**src/rtl/stall_pkg.sv**
```systemverilog
// Shared types and default constants for the MIPS pipeline stall controller.
package stall_pkg;
  typedef enum logic {RUN = 1'b0, MEM_WAIT = 1'b1} state_e;

  localparam int DEF_CNT_W          = 32;
  localparam int DEF_WD_LIMIT       = 255;
  localparam int DEF_WD_W           = 8;
  localparam int DEF_MAX_DATA_STALL = 2;
endpackage

```
**src/rtl/pipeline_stall_controller_if.sv**
```systemverilog
// Hazard/memory inputs and freeze/bubble/flush/status outputs of the stall controller.
interface pipeline_stall_controller_if #(parameter int CNT_W = 32);
  logic             hazard_detected;
  logic             branch_taken;
  logic             mem_req;
  logic             mem_ready;
  logic             freeze_PC;
  logic             freeze_IF_ID;
  logic             bubble_ID_EXE;
  logic             flush_IF_ID;
  logic             freeze_back;
  logic [CNT_W-1:0] stall_cycles;
  logic [CNT_W-1:0] flush_count;
  logic [CNT_W-1:0] mem_wait_cycles;
  logic             wd_error;
  logic             hazard_overrun;

  modport master (
    output hazard_detected, branch_taken, mem_req, mem_ready,
    input  freeze_PC, freeze_IF_ID, bubble_ID_EXE, flush_IF_ID, freeze_back,
    input  stall_cycles, flush_count, mem_wait_cycles, wd_error, hazard_overrun
  );

  modport slave (
    input  hazard_detected, branch_taken, mem_req, mem_ready,
    output freeze_PC, freeze_IF_ID, bubble_ID_EXE, flush_IF_ID, freeze_back,
    output stall_cycles, flush_count, mem_wait_cycles, wd_error, hazard_overrun
  );
endinterface

```
**src/rtl/sat_counter.sv**
```systemverilog
// Event counter that sticks at all-ones instead of wrapping.
module sat_counter #(
  parameter int W = 32
) (
  input  logic         clk,
  input  logic         rst,
  input  logic         inc,
  output logic [W-1:0] count
);
  always_ff @(posedge clk or posedge rst) begin
    if (rst)                      count <= '0;
    else if (inc && count != '1)  count <= count + 1'b1;
  end
endmodule

```
**src/rtl/pipeline_stall_controller.sv**
```systemverilog
// Freeze/bubble/flush control for a 5-stage MIPS pipeline without forwarding,
// with a memory-wait watchdog, data-stall overrun flag and perf counters.
module pipeline_stall_controller
  import stall_pkg::*;
#(
  parameter int CNT_W          = DEF_CNT_W,
  parameter int WD_LIMIT       = DEF_WD_LIMIT,
  parameter int WD_W           = DEF_WD_W,
  parameter int MAX_DATA_STALL = DEF_MAX_DATA_STALL
) (
  input logic                         clk,
  input logic                         rst,
  pipeline_stall_controller_if.slave  bus
);
  localparam int DS_W = $clog2(MAX_DATA_STALL + 2);
  localparam logic [WD_W-1:0] WD_MAX  = WD_LIMIT[WD_W-1:0];
  localparam logic [WD_W-1:0] WD_LAST = WD_MAX - 1'b1;
  localparam logic [DS_W-1:0] DS_MAX  = MAX_DATA_STALL[DS_W-1:0];
  localparam logic [DS_W-1:0] DS_TOP  = DS_MAX + 1'b1;

  state_e          r_state;
  logic [WD_W-1:0] r_wd_cnt;
  logic [DS_W-1:0] r_ds_cnt;
  logic            r_wd_error;
  logic            r_overrun;
  logic            w_mem_stall;
  logic            w_hazard;
  logic            w_flush;

  // Combinational controls are forced low while reset is asserted.
  assign w_mem_stall = ~rst & (((r_state == RUN) & bus.mem_req & ~bus.mem_ready) |
                               ((r_state == MEM_WAIT) & ~bus.mem_ready));
  assign w_hazard    = ~rst & ~w_mem_stall & bus.hazard_detected;
  assign w_flush     = ~rst & ~w_mem_stall & ~bus.hazard_detected & bus.branch_taken;

  assign bus.freeze_PC      = w_mem_stall | w_hazard;
  assign bus.freeze_IF_ID   = w_mem_stall | w_hazard;
  assign bus.bubble_ID_EXE  = w_hazard;
  assign bus.flush_IF_ID    = w_flush;
  assign bus.freeze_back    = w_mem_stall;
  assign bus.wd_error       = r_wd_error;
  assign bus.hazard_overrun = r_overrun;

  always_ff @(posedge clk or posedge rst) begin
    if (rst) begin
      r_state <= RUN;
    end else begin
      case (r_state)
        RUN:      if (bus.mem_req && !bus.mem_ready) r_state <= MEM_WAIT;
        MEM_WAIT: if (bus.mem_ready)                 r_state <= RUN;
        default:                                     r_state <= RUN;
      endcase
    end
  end

  // Watchdog trips on the edge that completes the WD_LIMIT-th consecutive stall cycle.
  always_ff @(posedge clk or posedge rst) begin
    if (rst) begin
      r_wd_cnt   <= '0;
      r_wd_error <= 1'b0;
    end else if (w_mem_stall) begin
      if (r_wd_cnt != WD_MAX)  r_wd_cnt   <= r_wd_cnt + 1'b1;
      if (r_wd_cnt >= WD_LAST) r_wd_error <= 1'b1;
    end else begin
      r_wd_cnt <= '0;
    end
  end

  // A memory freeze pauses the data-stall run rather than ending it.
  always_ff @(posedge clk or posedge rst) begin
    if (rst) begin
      r_ds_cnt  <= '0;
      r_overrun <= 1'b0;
    end else if (w_hazard) begin
      if (r_ds_cnt != DS_TOP)  r_ds_cnt  <= r_ds_cnt + 1'b1;
      if (r_ds_cnt >= DS_MAX)  r_overrun <= 1'b1;
    end else if (!w_mem_stall) begin
      r_ds_cnt <= '0;
    end
  end

  sat_counter #(.W(CNT_W)) u_stall_cnt (
    .clk(clk), .rst(rst), .inc(w_hazard), .count(bus.stall_cycles)
  );
  sat_counter #(.W(CNT_W)) u_flush_cnt (
    .clk(clk), .rst(rst), .inc(w_flush), .count(bus.flush_count)
  );
  sat_counter #(.W(CNT_W)) u_memw_cnt (
    .clk(clk), .rst(rst), .inc(w_mem_stall), .count(bus.mem_wait_cycles)
  );
endmodule

```
**src/flat_wrapper.sv**
```systemverilog
// flat-port wrapper written by rule: the top's interface ports become plain ports
module pipeline_stall_controller_flat import stall_pkg::*;
#(
  parameter int CNT_W          = DEF_CNT_W,
  parameter int WD_LIMIT       = DEF_WD_LIMIT,
  parameter int WD_W           = DEF_WD_W,
  parameter int MAX_DATA_STALL = DEF_MAX_DATA_STALL
)
  (clk, rst, bus_hazard_detected, bus_branch_taken, bus_mem_req, bus_mem_ready, bus_freeze_PC, bus_freeze_IF_ID, bus_bubble_ID_EXE, bus_flush_IF_ID, bus_freeze_back, bus_stall_cycles, bus_flush_count, bus_mem_wait_cycles, bus_wd_error, bus_hazard_overrun);
  pipeline_stall_controller_if #(.CNT_W(CNT_W)) bus_i ();
  input logic clk;
  input logic rst;
  input wire logic [$bits(bus_i.hazard_detected)-1:0] bus_hazard_detected;
  input wire logic [$bits(bus_i.branch_taken)-1:0] bus_branch_taken;
  input wire logic [$bits(bus_i.mem_req)-1:0] bus_mem_req;
  input wire logic [$bits(bus_i.mem_ready)-1:0] bus_mem_ready;
  output wire logic [$bits(bus_i.freeze_PC)-1:0] bus_freeze_PC;
  output wire logic [$bits(bus_i.freeze_IF_ID)-1:0] bus_freeze_IF_ID;
  output wire logic [$bits(bus_i.bubble_ID_EXE)-1:0] bus_bubble_ID_EXE;
  output wire logic [$bits(bus_i.flush_IF_ID)-1:0] bus_flush_IF_ID;
  output wire logic [$bits(bus_i.freeze_back)-1:0] bus_freeze_back;
  output wire logic [$bits(bus_i.stall_cycles)-1:0] bus_stall_cycles;
  output wire logic [$bits(bus_i.flush_count)-1:0] bus_flush_count;
  output wire logic [$bits(bus_i.mem_wait_cycles)-1:0] bus_mem_wait_cycles;
  output wire logic [$bits(bus_i.wd_error)-1:0] bus_wd_error;
  output wire logic [$bits(bus_i.hazard_overrun)-1:0] bus_hazard_overrun;
  assign bus_i.hazard_detected = bus_hazard_detected;
  assign bus_i.branch_taken = bus_branch_taken;
  assign bus_i.mem_req = bus_mem_req;
  assign bus_i.mem_ready = bus_mem_ready;
  assign bus_freeze_PC = bus_i.freeze_PC;
  assign bus_freeze_IF_ID = bus_i.freeze_IF_ID;
  assign bus_bubble_ID_EXE = bus_i.bubble_ID_EXE;
  assign bus_flush_IF_ID = bus_i.flush_IF_ID;
  assign bus_freeze_back = bus_i.freeze_back;
  assign bus_stall_cycles = bus_i.stall_cycles;
  assign bus_flush_count = bus_i.flush_count;
  assign bus_mem_wait_cycles = bus_i.mem_wait_cycles;
  assign bus_wd_error = bus_i.wd_error;
  assign bus_hazard_overrun = bus_i.hazard_overrun;
  pipeline_stall_controller #(.CNT_W(CNT_W), .WD_LIMIT(WD_LIMIT), .WD_W(WD_W), .MAX_DATA_STALL(MAX_DATA_STALL)) u_core (.clk(clk), .rst(rst), .bus(bus_i));
endmodule
```
**config.mk**
```make
export PLATFORM = sky130hd
export DESIGN_NAME = pipeline_stall_controller_flat
export DESIGN_NICKNAME = d
export VERILOG_FILES = /design/src/rtl/stall_pkg.sv /design/src/rtl/pipeline_stall_controller_if.sv /design/src/rtl/sat_counter.sv /design/src/rtl/pipeline_stall_controller.sv /design/src/flat_wrapper.sv
export SDC_FILE = /design/constraint.sdc
export NUM_CORES = 1
export LEC_CHECK = 0
export BUFFER_PORTS_ARGS = -buffer_cell sky130_fd_sc_hd__clkbuf_2
export CORE_MARGIN = 2
export CORE_UTILIZATION = 35
export DETAILED_ROUTE_END_ITERATION = 10
export RECOVER_POWER = 25
export SLEW_MARGIN = 20
export SYNTH_ARGS = -nofsm -noshare
export SYNTH_HDL_FRONTEND = slang
export SYNTH_SLANG_ARGS = --single-unit
```
**constraint.sdc**
```tcl
create_clock -name clk -period 7.5 [get_ports clk]
set_input_delay 0.375 -clock clk [delete_from_list [all_inputs] [get_ports clk]]
set_output_delay 0.375 -clock clk [all_outputs]
set_load 0.005 [all_outputs]
```
==> results.md <==
* ratio of cells with drive above 1 in the final layout: 0.2029
* Primary FF master, synth: sky130_fd_sc_hd__dfrtp_1
* Post-route DRC: 0
* number of antenna repair diodes: 0
* CTS sink count: 109
* clock root buffer: sky130_fd_sc_hd__clkbuf_16
* critical path required time: 7120 ps
* post-detail-place hpwl: 8.741 mm
* Max Clock Skew: 7.229 ps
* PortBufs: 108
* status: finished with violations
* number of instances in the synthesized netlist: 494
* number of max-capacitance violations reported: 1
* failing checks: capacitance limit, slew limit
* count of H-tree levels built during CTS: 3
* initial antenna violation count: 0
* post-layout instance count excluding filler cells: 795
* unrepaired setup endpoints after global routing: false
* biggest area contributors in the synthesized netlist: sky130_fd_sc_hd__dfrtp_1 (52%), sky130_fd_sc_hd__xnor2_1 (11%), sky130_fd_sc_hd__nand3_1 (4.9%)
* maximum VDD drop: 0.1119 mV
* routed via count divided by cell count: 5.230
* starting density of the core: 0.3598
* DRT Pass-1 Iters: 4
* endpoint of the most critical register-to-register path: u_core.u_memw_cnt.count[1]
* Synth Register Bits: 109
* number of hold violations in the final report: 0
* total length of routed wires: 11.97 mm
* path type of the worst min-delay path: input port to register
* most numerous cell in the Yosys netlist: sky130_fd_sc_hd__dfrtp_1
* placeable core region: 14590 um^2
* number of buffers created by CTS: 9
* ratio of final minimum period to clock period: 0.5721
* total congestion overflow: 0
* number of buffers inserted by post-CTS setup repair: 0
* detailed-route wire length per cell: 15.05 um
* mean post-synth cell area: 10.63 um^2
* standard-cell row count: 44
* power per cell area: 215.2 nW/um^2
* Worst Setup EP: bus_freeze_back
* Reg2Reg Setup Slack: 4840 ps
* Pwr Total: 1.356 mW
* static leakage power: 2.896 nW
* first element of the critical path: rst
* routability cong.: 0.8174
* violation count after the first detailed-route iteration: 247
* quantity of hold-fixing buffers added after cts: 0
* number of enable flip-flop cells after synthesis: 0
* number of resized instances in the post-cts repair step: 0
* vertical extent of the die: 126.5 um
* synthesized netlist net count: 507
* clock transition at the registers of the reported paths: 70 ps
* clock latency on the worst-skew pair: 350 ps
* upper clock frequency limit: 233.1 MHz
* Synth async-reset ratio: 1.000
* post-route minimum period: 4291 ps
* endpoint arrival time on the critical path: 3920 ps
* share of synthesized area occupied by flip-flops and latches: 0.5197
* Global Route Usage Sum: 0.1537
* crit start category: input port
* number of placed instances with taps included: 779
* clock tree from TritonCTS: done
* global-route wire length before repair: 20.05 mm
* area added between synthesis and finish: 20.10%
* number of pins exceeding their max-slew limit in the final report: 50
* worst-case clock buffer depth: 2
* highest net fanout along the worst path: 49
* Yosys warnings: 0
* length in cells of the worst reg-to-reg path: 5
* Yosys top cell by area: sky130_fd_sc_hd__dfrtp_1
* list of most frequent post-synthesis cells: sky130_fd_sc_hd__dfrtp_1 (109), sky130_fd_sc_hd__xnor2_1 (66), sky130_fd_sc_hd__nand3_1 (51)
* antenna-violating nets left: 0
* pin count of the biggest net entering global routing: 64
* sort of element at the end of the critical path: output pin
* DIE WIDTH: 126.5 um
* Yosys top cell area share: 0.5197
* floorplan die area: 15990 um^2
* final setup violating endpoints: 0
* Unique masters post-synth: 46
* Ports: 109
* routed via count: 4158
* startpoint-to-endpoint class of the critical path: input port to output pin
* post-synthesis instance area: 5249 um^2
* slew at the pin closest to its max-slew limit: 2173 ps
* Nets: 619
* vias in the first global route: 3944
* startpoint of the lowest-slack register-to-register path: u_core.u_memw_cnt.count[0]
* Setup Total Neg Slack: 0 ps
* slew margin rel.: -0.4567
[worst min-delay path by stage]
stage | end | slack, ps | from | cells after the start
floorplan | u_core.bus.hazard_overrun | 470 | u_core.bus.hazard_overrun | 1
global placement | u_core.bus.wd_error | 470 | u_core.bus.wd_error | 1
detailed placement | u_core.bus.wd_error | 480 | u_core.bus.wd_error | 1
CTS | u_core.u_memw_cnt.count[15] | 140 | rst | 2
global route | u_core.r_state | 480 | bus_mem_req | 3
finish | u_core.r_state | 440 | bus_mem_req | 3
[worst max-delay path, cell delays in order]
cell	delay (ps)
sky130_fd_sc_hd__clkbuf_1	150
sky130_fd_sc_hd__clkinvlp_2	1680
sky130_fd_sc_hd__nand2_1	1220
sky130_fd_sc_hd__inv_1	280
sky130_fd_sc_hd__clkbuf_2	200
[power breakdown]
group	switching (mW)	total [mW]	internal, mW
clock network	0.215	0.518	0.303
logic	0.0711	0.140	0.0687
registers	0.0694	0.699	0.629
[registers in the layout, summed over array words and instances (netlist names)]
register / count
u_core.u_memw_cnt.count: 32
u_core.r_wd_cnt: 8
u_core.bus.hazard_overrun: 1
u_core.bus.wd_error: 1
u_core.u_flush_cnt.count: 32
u_core.u_stall_cnt.count: 32
u_core.r_ds_cnt: 2
u_core.r_state: 1
[kinds of logic after synthesis]
logic type | after synthesis | synth area share
adders and majority gates | 7 | 0.01669
DFF | 109 | 0.5197
and+or+nand+nor | 231 | 0.2441
AOI/OAI and AO/OA | 28 | 0.03933
muxes | 4 | 0.008581
xor gates and xnor gates | 93 | 0.1552
buffers and inverters | 22 | 0.01645
[per-stage QoR]
step	utilization	cell area, um^2	hold slack (ps)	setup WS, ps
global placement	0.4110	5996	471.3	4662
finish	0.4321	6304	435.6	3209
detailed placement	0.4110	5996	475.2	4599
global route	0.4321	6304	477.5	2376
CTS	0.4334	6322	137.0	4824
floorplan	-	5249	467.8	2663
[layout by cell type, fill, tap and decap left out, types with 2 or more instances in the layout]
master and n:
sky130_fd_sc_hd__dfrtp_1 109, sky130_fd_sc_hd__clkbuf_16 9, sky130_fd_sc_hd__a31oi_1 5, sky130_fd_sc_hd__and4_1 14, sky130_fd_sc_hd__nand3_1 51, sky130_fd_sc_hd__clkbuf_2 93, sky130_fd_sc_hd__inv_1 13, sky130_fd_sc_hd__nand4_1 37
sky130_fd_sc_hd__nand4b_1 2, sky130_fd_sc_hd__o21bai_1 3, sky130_fd_sc_hd__ha_1 7, sky130_fd_sc_hd__a21oi_1 4, sky130_fd_sc_hd__clkinvlp_4 2, sky130_fd_sc_hd__a211oi_1 3, sky130_fd_sc_hd__nor3_1 14, sky130_fd_sc_hd__or3_1 2
sky130_fd_sc_hd__xor2_1 27, sky130_fd_sc_hd__mux2_2 4, sky130_fd_sc_hd__bufinv_16 2, sky130_fd_sc_hd__and2_1 3, sky130_fd_sc_hd__nand2_1 34, sky130_fd_sc_hd__nor2_1 27, sky130_fd_sc_hd__xnor2_1 66, sky130_fd_sc_hd__o21ai_0 3
sky130_fd_sc_hd__nand2b_1 5, sky130_fd_sc_hd__nor2_2 2, sky130_fd_sc_hd__or2_2 2, sky130_fd_sc_hd__clkbuf_1 16, sky130_fd_sc_hd__nor4_1 7, sky130_fd_sc_hd__and3_1 23
[layout make-up]
type / count / area (um^2)
fillers: 1390 / 8285
clock inverters: 5 / 83.83
well taps: 184 / 230.2
multi-input cells: 363 / 2436
inverters: 14 / 53.80
clock buffers: 11 / 242.7
flip-flops and latches: 109 / 2728
repair buffers: 109 / 529.3
[routing by layer]
layer  share of wire  GRT usage  routed length, um
met1            0.48     0.2185               5741
met5               0          0                  0
met4           0.017    0.05495                209
met2            0.45     0.2325               5393
met3           0.052    0.03290                621
Note: power is estimated with default switching activity, not from simulation.
